<file path="src/rtl/lutram_fifo_if.sv">
// Handshake and status bundle between a lutram_fifo and its producer/consumer logic.
interface lutram_fifo_if #(
  parameter int unsigned WIDTH = 8,
  parameter int unsigned DEPTH = 16
);
  localparam int unsigned CW = $clog2(DEPTH) + 1;

  logic [WIDTH-1:0] wr_data;
  logic             wr_en;
  logic             rd_en;
  logic             clear_flags;
  logic [WIDTH-1:0] rd_data;
  logic             full;
  logic             empty;
  logic             almost_full;
  logic             almost_empty;
  logic [CW-1:0]    count;
  logic             overflow;
  logic             underflow;

  modport master (
    output wr_data, wr_en, rd_en, clear_flags,
    input  rd_data, full, empty, almost_full, almost_empty, count, overflow, underflow
  );

  modport slave (
    input  wr_data, wr_en, rd_en, clear_flags,
    output rd_data, full, empty, almost_full, almost_empty, count, overflow, underflow
  );
endinterface

</file>
<file path="src/rtl/lutram_fifo_lutram_dp.sv">
// Dual-port distributed RAM: synchronous write, asynchronous read, no reset on contents.
module lutram_dp #(
  parameter int unsigned WIDTH = 8,
  parameter int unsigned DEPTH = 16
) (
  input  logic                     clk,
  input  logic                     we,
  input  logic [$clog2(DEPTH)-1:0] waddr,
  input  logic [WIDTH-1:0]         wdata,
  input  logic [$clog2(DEPTH)-1:0] raddr,
  output logic [WIDTH-1:0]         rdata
);
  logic [WIDTH-1:0] mem [DEPTH];

  always_ff @(posedge clk) begin
    if (we) mem[waddr] <= wdata;
  end

  assign rdata = mem[raddr];
endmodule

</file>
<file path="src/rtl/lutram_fifo.sv">
// First-word-fall-through FIFO on distributed RAM with occupancy, threshold and sticky error flags.
module lutram_fifo #(
  parameter int unsigned WIDTH        = 8,
  parameter int unsigned DEPTH        = 16,
  parameter int unsigned ALMOST_FULL  = DEPTH - 2,
  parameter int unsigned ALMOST_EMPTY = 2
) (
  input  logic         clk,
  input  logic         reset,
  lutram_fifo_if.slave bus
);
  localparam int unsigned AW = $clog2(DEPTH);
  localparam int unsigned CW = AW + 1;

  logic [AW-1:0] wp;
  logic [AW-1:0] rp;
  logic [CW-1:0] count;
  logic          overflow;
  logic          underflow;
  logic          full;
  logic          empty;
  logic          push_ok;
  logic          pop_ok;

  assign full  = (count == CW'(DEPTH));
  assign empty = (count == '0);

  // A pop frees the head slot in the same edge, so a full FIFO can still accept a push.
  assign push_ok = bus.wr_en && (!full || bus.rd_en);
  assign pop_ok  = bus.rd_en && !empty;

  always_ff @(posedge clk) begin
    if (reset) begin
      wp        <= '0;
      rp        <= '0;
      count     <= '0;
      overflow  <= 1'b0;
      underflow <= 1'b0;
    end else begin
      wp    <= wp + AW'(push_ok);
      rp    <= rp + AW'(pop_ok);
      count <= count + CW'(push_ok) - CW'(pop_ok);
      // Error on the same cycle as a clear wins, so no event is lost.
      if (bus.wr_en && !push_ok)  overflow <= 1'b1;
      else if (bus.clear_flags)   overflow <= 1'b0;
      if (bus.rd_en && !pop_ok)   underflow <= 1'b1;
      else if (bus.clear_flags)   underflow <= 1'b0;
    end
  end

  lutram_dp #(
    .WIDTH (WIDTH),
    .DEPTH (DEPTH)
  ) u_ram (
    .clk   (clk),
    .we    (push_ok && !reset),
    .waddr (wp),
    .wdata (bus.wr_data),
    .raddr (rp),
    .rdata (bus.rd_data)
  );

  assign bus.full         = full;
  assign bus.empty        = empty;
  assign bus.almost_full  = (count >= CW'(ALMOST_FULL));
  assign bus.almost_empty = (count <= CW'(ALMOST_EMPTY));
  assign bus.count        = count;
  assign bus.overflow     = overflow;
  assign bus.underflow    = underflow;
endmodule

</file>
<file path="src/flat_wrapper.sv">
// flat-port wrapper written by rule: the top's interface ports become plain ports
module lutram_fifo_flat 
#(
  parameter int unsigned WIDTH        = 8,
  parameter int unsigned DEPTH        = 16,
  parameter int unsigned ALMOST_FULL  = DEPTH - 2,
  parameter int unsigned ALMOST_EMPTY = 2
)
  (clk, reset, bus_wr_data, bus_wr_en, bus_rd_en, bus_clear_flags, bus_rd_data, bus_full, bus_empty, bus_almost_full, bus_almost_empty, bus_count, bus_overflow, bus_underflow);
  lutram_fifo_if #(.WIDTH(WIDTH), .DEPTH(DEPTH)) bus_i ();
  input  logic clk;
  input  logic reset;
  input wire logic [$bits(bus_i.wr_data)-1:0] bus_wr_data;
  input wire logic [$bits(bus_i.wr_en)-1:0] bus_wr_en;
  input wire logic [$bits(bus_i.rd_en)-1:0] bus_rd_en;
  input wire logic [$bits(bus_i.clear_flags)-1:0] bus_clear_flags;
  output wire logic [$bits(bus_i.rd_data)-1:0] bus_rd_data;
  output wire logic [$bits(bus_i.full)-1:0] bus_full;
  output wire logic [$bits(bus_i.empty)-1:0] bus_empty;
  output wire logic [$bits(bus_i.almost_full)-1:0] bus_almost_full;
  output wire logic [$bits(bus_i.almost_empty)-1:0] bus_almost_empty;
  output wire logic [$bits(bus_i.count)-1:0] bus_count;
  output wire logic [$bits(bus_i.overflow)-1:0] bus_overflow;
  output wire logic [$bits(bus_i.underflow)-1:0] bus_underflow;
  assign bus_i.wr_data = bus_wr_data;
  assign bus_i.wr_en = bus_wr_en;
  assign bus_i.rd_en = bus_rd_en;
  assign bus_i.clear_flags = bus_clear_flags;
  assign bus_rd_data = bus_i.rd_data;
  assign bus_full = bus_i.full;
  assign bus_empty = bus_i.empty;
  assign bus_almost_full = bus_i.almost_full;
  assign bus_almost_empty = bus_i.almost_empty;
  assign bus_count = bus_i.count;
  assign bus_overflow = bus_i.overflow;
  assign bus_underflow = bus_i.underflow;
  lutram_fifo #(.WIDTH(WIDTH), .DEPTH(DEPTH), .ALMOST_FULL(ALMOST_FULL), .ALMOST_EMPTY(ALMOST_EMPTY)) u_core (.clk(clk), .reset(reset), .bus(bus_i));
endmodule
</file>
<file path="config.mk">
export PLATFORM = sky130hd
export DESIGN_NAME = lutram_fifo_flat
export DESIGN_NICKNAME = d
export VERILOG_FILES = /design/src/rtl/lutram_fifo_if.sv /design/src/rtl/lutram_fifo_lutram_dp.sv /design/src/rtl/lutram_fifo.sv /design/src/flat_wrapper.sv
export SDC_FILE = /design/constraint.sdc
export NUM_CORES = 1
export LEC_CHECK = 0
export CORE_UTILIZATION = 33
export DETAILED_ROUTE_END_ITERATION = 6
export PLACE_DENSITY = 0.51
export SLEW_MARGIN = 20
export SYNTH_ARGS = -nofsm -noshare
export SYNTH_HDL_FRONTEND = slang
export SYNTH_HIERARCHICAL = 1
export SYNTH_SLANG_ARGS = --single-unit
</file>
<file path="constraint.sdc">
create_clock -name clk -period 5.4 [get_ports clk]
set_input_delay 1.08 -clock clk [delete_from_list [all_inputs] [get_ports clk]]
set_output_delay 1.08 -clock clk [all_outputs]
set_load 0.02 [all_outputs]
</file>
=== Word-level counts from Yosys, hierarchy flattened ===
Memory sizes are Yosys's and may differ from the RTL's. A register that Yosys moved wholly into a read port is not among the register bits.
Index checks and enable logic that the tools add are counted.

* $add $sub $neg: 4
* Magnitude comparators: 2
* Eq/ne operators: 1
* Multiplexer cells: 6
* Reduce and logical (&&, ||, !) cells: 14

{| class="wikitable"
|+ Operators with widths
! cell !! count
|-
| 4-bit by 1-bit adder with 4-bit output || 2
|-
| 5-bit by 1-bit adder with 5-bit output || 1
|-
| 5-bit == test (second input constant) || 1
|-
| 5-bit by 4-bit >= comparator with 1-bit output (second input constant) || 1
|-
| 5-bit by 2-bit <= comparator with 1-bit output (second input constant) || 1
|-
| 1-bit logical AND || 5
|-
| 1-bit logical NOT || 5
|-
| 5-bit logical NOT || 1
|-
| 1-bit 2-to-1 mux || 5
|-
| 5-bit by 1-bit subtractor with 5-bit output || 1
|-
| 4-bit 2-to-1 mux || 1
|-
| 2-bit nonzero test || 2
|-
| 1-bit logical OR || 1
|}

* Flip-flop bits (word level): 15
* Bits in writable memories: 128
* Input bits: 13
* Word-level logic and storage cells: 33
* Memories kept: 1

{| class="wikitable"
|+ Memory list
! memory !! words !! bits a word !! read ports !! clocked after Yosys merged registers in !! wr ports !! line !! text
|-
| u_core.u_ram.mem || 16 || 8 || 1 || 1 || 1 || lutram_fifo_lutram_dp.sv:13 || <nowiki>logic [WIDTH-1:0] mem [DEPTH];</nowiki>
|}

=== Logic depth before layout (Yosys ltp) ===
* Depth after elaboration: 7
* Mapped depth: 11
* Gate-level depth less buffers: 11

=== Modules after synthesis ===
Netlist, hierarchy kept.

{| class="wikitable"
|+ Modules (own cells, without submodules)
! module !! times used !! cells an instance !! area an instance (sq um) !! seq. area each (sq um)
|-
| lutram_dp || 1 || 221 || 4987.3 || 3843.7
|-
| lutram_fifo || 1 || 90 || 849.6 || 300.3
|}

=== Worst setup path before layout ===
Ideal clock, no wire load.

* Path type: input -> register
* Start point: in reset
* End point: mem u_core.u_ram.mem[0][0] (enable)
* Data arrival time: 2771 ps
* Data required time: 5017 ps
* Setup slack: 2245 ps
* Stages on the path: 5
* Cell sequence: clkbuf_1 > buf_1 > nor2_1 > or3b_2 > nor3_1

* Word-level cells in the longest chain between the ends: 4

{| class="wikitable"
|+ Ends and longest elaborated chain
! element !! line !! text
|-
| start: declaration || flat_wrapper.sv:12 || <nowiki>input logic reset;</nowiki>
|-
| 1-bit logical NOT || lutram_fifo.sv:56 || <nowiki>.we (push_ok && !reset),</nowiki>
|-
| 1-bit logical AND || lutram_fifo.sv:56 ||
|-
| 1-bit 2-to-1 mux || lutram_fifo_lutram_dp.sv:16 || <nowiki>if (we) mem[waddr] <= wdata;</nowiki>
|-
| 1-bit 2-to-1 mux (implied by the code) || lutram_fifo_lutram_dp.sv:16 ||
|-
| end: declaration || lutram_fifo_lutram_dp.sv:13 ||
|}

Every way passes these cells.

==> key figures <==
Timing
  • Headroom to the max-slew limit: 0.269
  • Final setup viols: 0
  • Final WS setup: 1.23 ns
  • RSZ-0062 raised after global routing: no
  • Achievable Freq: 240 MHz
  • Setup TNS: 0 ns
  • Slew of the pin with the lowest slew margin: 1.09 ns
  • Hold Violations, Final: 0
  • Post-layout min period: 4.17 ns
  • Slew Viols, Final: 0
  • Tcrit/Tclk final: 0.772
  • Worst Skew: 0.00686 ns

Pwr
  • Leakage: 2.32 nW
  • Peak VDD IR: 0.000245 V
  • Net Sw Frac: 0.252
  • Reg power frac: 0.404
  • Power Internal: 2.48 mW
  • Net load switching power: 835 µW
  • Clock power frac: 0.386
  • Power share of the combinational group: 0.210
  • Cell Pwr Density: 472 nW/µm²

Critical path
  • Crit Path Class: reg2out
  • Worst path max stage delay: 0.69 ns
  • Crit-path max FO: 17
  • Critical path arrival: 3.09 ns
  • Reg2Reg Launch Point: u_core/bus.count[2]
  • Slowest-stage cell, CP: dfxtp_2
  • Family with the most delay on the worst path: buffers and inverters
  • Crit path cell chain: buf_4 -> mux4_1 -> a22oi_1 -> nand2_1 -> clkdlybuf4s50_1
  • R2R cell count: 7
  • CP Launch Type: register
  • R2R Setup Slk: 2.29 ns
  • Crit. End Element: primary output
  • R2r endpoint: u_core/u_ram/mem[2][7]
  • Crit path buf inv count: 2
  • Critical Path RT: 4.32 ns

Die
  • Die width: 135 µm
  • Num ports: 32
  • Die area: 18200 µm²
  • Core Box Area: 17300 µm²
  • Initial core utilization: 0.337
  • Num rows: 48
  • Chip Height: 135 µm

Min path
  • Worst hold path class: reg2reg
  • Hold Path Sink: u_core/bus.overflow
  • Hold path cells: 2
  • Worst Min Path Start: u_core/bus.overflow

Drt
  • DRT Pass-1 Iters: 4
  • Vias: 2931
  • Post-DRT Antenna Nets: 0
  • Post-DR vias/cell: 4.97
  • Starting DRT DRC Count: 196
  • Wirelength per Cell: 20.2 µm
  • Remaining DRCs: 0
  • Final wirelength: 11900 µm

Final layout
  • # fillers: 1546
  • Synthesis-to-finish area growth: 20.4%
  • Ant diodes: 0
  • Finished Core Util: 0.406
  • Fraction of layout cells with a size suffix above 1: 0.170
  • Nets@finish: 380

Clocking
  • Cts hold-fix bufs: 0
  • Clock sink count: 143
  • Post-CTS Setup Inserts: 0
  • CTS resizes: 0
  • CTS max path bufs: 2
  • # H-tree levels: 4
  • CTS clk-pin slew, worst paths: 0.06 ns
  • CTS Buf Count: 17
  • CTS tree: built
  • CTS root buffer: clkbuf_16
  • Clk Latency, worst-skew pair: 0.43 ns

GRT
  • Total track usage: 0.146
  • Initial antenna violation count: 0
  • First-pass GRT wire length: 18500 µm
  • Vias in the first global route: 3032
  • Grt total ovfl: 0
  • Largest net degree at the start of global routing: 35

Flow run
  • Max-cap violations: 0

Synthesis
  • Synth Area per Inst: 18.8 µm²
  • Warnings from Yosys: 6
  • Area leader, netlist: edfxtp_1
  • Post-synthesis register bit count: 143
  • Fraction of the yosys area taken by sequential cells: 0.710
  • Synth top area share: 0.659
  • Synth area leaders: edfxtp_1 66%, mux4_2 6.9%, mux4_1 6.3%, dfxtp_1 5.1%, ha_1 2.8%
  • Synth Net Count: 338
  • Cells after synthesis: 311
  • Synth Cell Area: 5840 µm²
  • Cell variety after synth: 38

Place
  • Worst slack, placed: 1.58 ns
  • Final GP Congestion: 0.704
  • Port Buffers: 31
  • HPWL Detailed: 7210 µm

Outcome
  • Status: finished clean
-- registers in the layout (all words and copies together), names as in the netlist --
signal,flops
u_core/u_ram/mem,128
u_core/bus.count,5
u_core/rp,4
u_core/wp,4
u_core/bus.overflow,1
u_core/bus.underflow,1
-- logic make-up (layout without fill, tap and decap cells) --
kind of cell             count (synthesis)  after routing  share of synthesized area
AO/OA/AOI/OAI                           27             27                     0.0332
XOR/XNOR                                 4              4                    0.00600
adder cells (fa/ha/maj)                 14             14                     0.0313
buffers and inverters                   22             76                     0.0225
flip-flops                             143            143                      0.710
multiplexers                            36             36                      0.141
AND/OR/NAND/NOR                         65             65                     0.0562
-- cell type report --
| class | instances | area, µm² | area share |
|---|---|---|---|
| Sequential cell | 143 | 4150 | 0.590 |
| Inverter | 10 | 37.5 | 0.00534 |
| Clock buffer | 18 | 429 | 0.0611 |
| Tap cell | 225 | 282 | 0.0401 |
| Timing Repair Buffer | 35 | 340 | 0.0484 |
| Multi-Input combinational cell | 146 | 1570 | 0.224 |
| Clock inverter | 13 | 219 | 0.0312 |
-- cells in the mapped netlist, drive strengths merged --
cell           instances
nand2b                 2
dfxtp                 15
clkdlybuf4s25          3
xnor2                  3
or3b                   1
nor4b                  1
or3                    1
nor2b                  8
a22oi                 17
nand2                 10
and2                   1
and2b                  1
nor2                  29
edfxtp               128
ha                    13
clkbuf                 1
mux2                   4
o21a                   1
a21bo                  1
nand3b                 3
fa                     1
a21oi                  4
o21ai                  1
nand4                  1
and4bb                 1
a32oi                  1
xor2                   1
nor3                   4
inv                   10
mux4                  32
o21bai                 2
buf                    8
nand3                  2
-- metrics by stage --
step	area [µm²]	total power, mW	hold WS [ns]	instances
global placement	6370	2.06	0.485	559
CTS	7030	3.37	0.505	590
global route	7030	3.47	0.532	590
finish	7030	3.32	0.498	590
floorplan	5840	1.83	0.522	311
detailed placement	6380	2.07	0.482	559
-- layout by cell type (no fill, tap or decap), types with 3 or more instances in the layout --
cell and n:
ha_1 13, buf_4 4, mux4_2 18, mux4_1 14, a21oi_1 4, dfxtp_1 13, clkinv_2 3, nor2_1 29
bufinv_16 6, edfxtp_1 128, clkdlybuf4s50_1 31, clkbuf_16 17, xnor2_1 3, a22oi_1 17, nand3b_1 3, inv_1 10
mux2_2 3, nand2_1 10, nor2b_1 8
-- power by group through the flow --
stage	Sequential (mW)	Clock, mW	Combinational, mW
2_1_floorplan	1.32	0	0.509
3_3_place_gp	1.37	0	0.696
3_5_place_dp	1.37	0	0.701
4_1_cts	1.35	1.31	0.708
5_1_grt	1.36	1.36	0.757
6_report	1.34	1.28	0.697
-- per-layer routing --
layer,up-vias,GRT usage,part of all wire
li1,1331,-,-
met1,1515,0.203,0.48
met2,69,0.218,0.47
met3,16,0.0375,0.040
met4,0,0.0599,0.017
met5,-,0,0
-- worst max-delay path by stage --
| stage | startpoint | end | cells past startpoint |
|---|---|---|---|
| floorplan | reset | u_core/u_ram/mem[0][0] | 5 |
| global placement | bus_rd_en | u_core/u_ram/mem[0][2] | 6 |
| detailed placement | u_core/rp[0] | bus_rd_data[5] | 5 |
| CTS | u_core/rp[0] | bus_rd_data[5] | 5 |
| global route | u_core/rp[0] | bus_rd_data[0] | 5 |
| finish | u_core/rp[0] | bus_rd_data[5] | 5 |
-- worst reg2reg max path, delay by kind of cell (launching register included) --
family                   cells  cell delay (ns)
buffers and inverters        1             0.12
adder cells (fa/ha/maj)      1             0.23
AO/OA/AOI/OAI                1             0.24
flip-flops                   1             0.44
AND/OR/NAND/NOR              4             1.69
(Power assumes the default switching activity.)
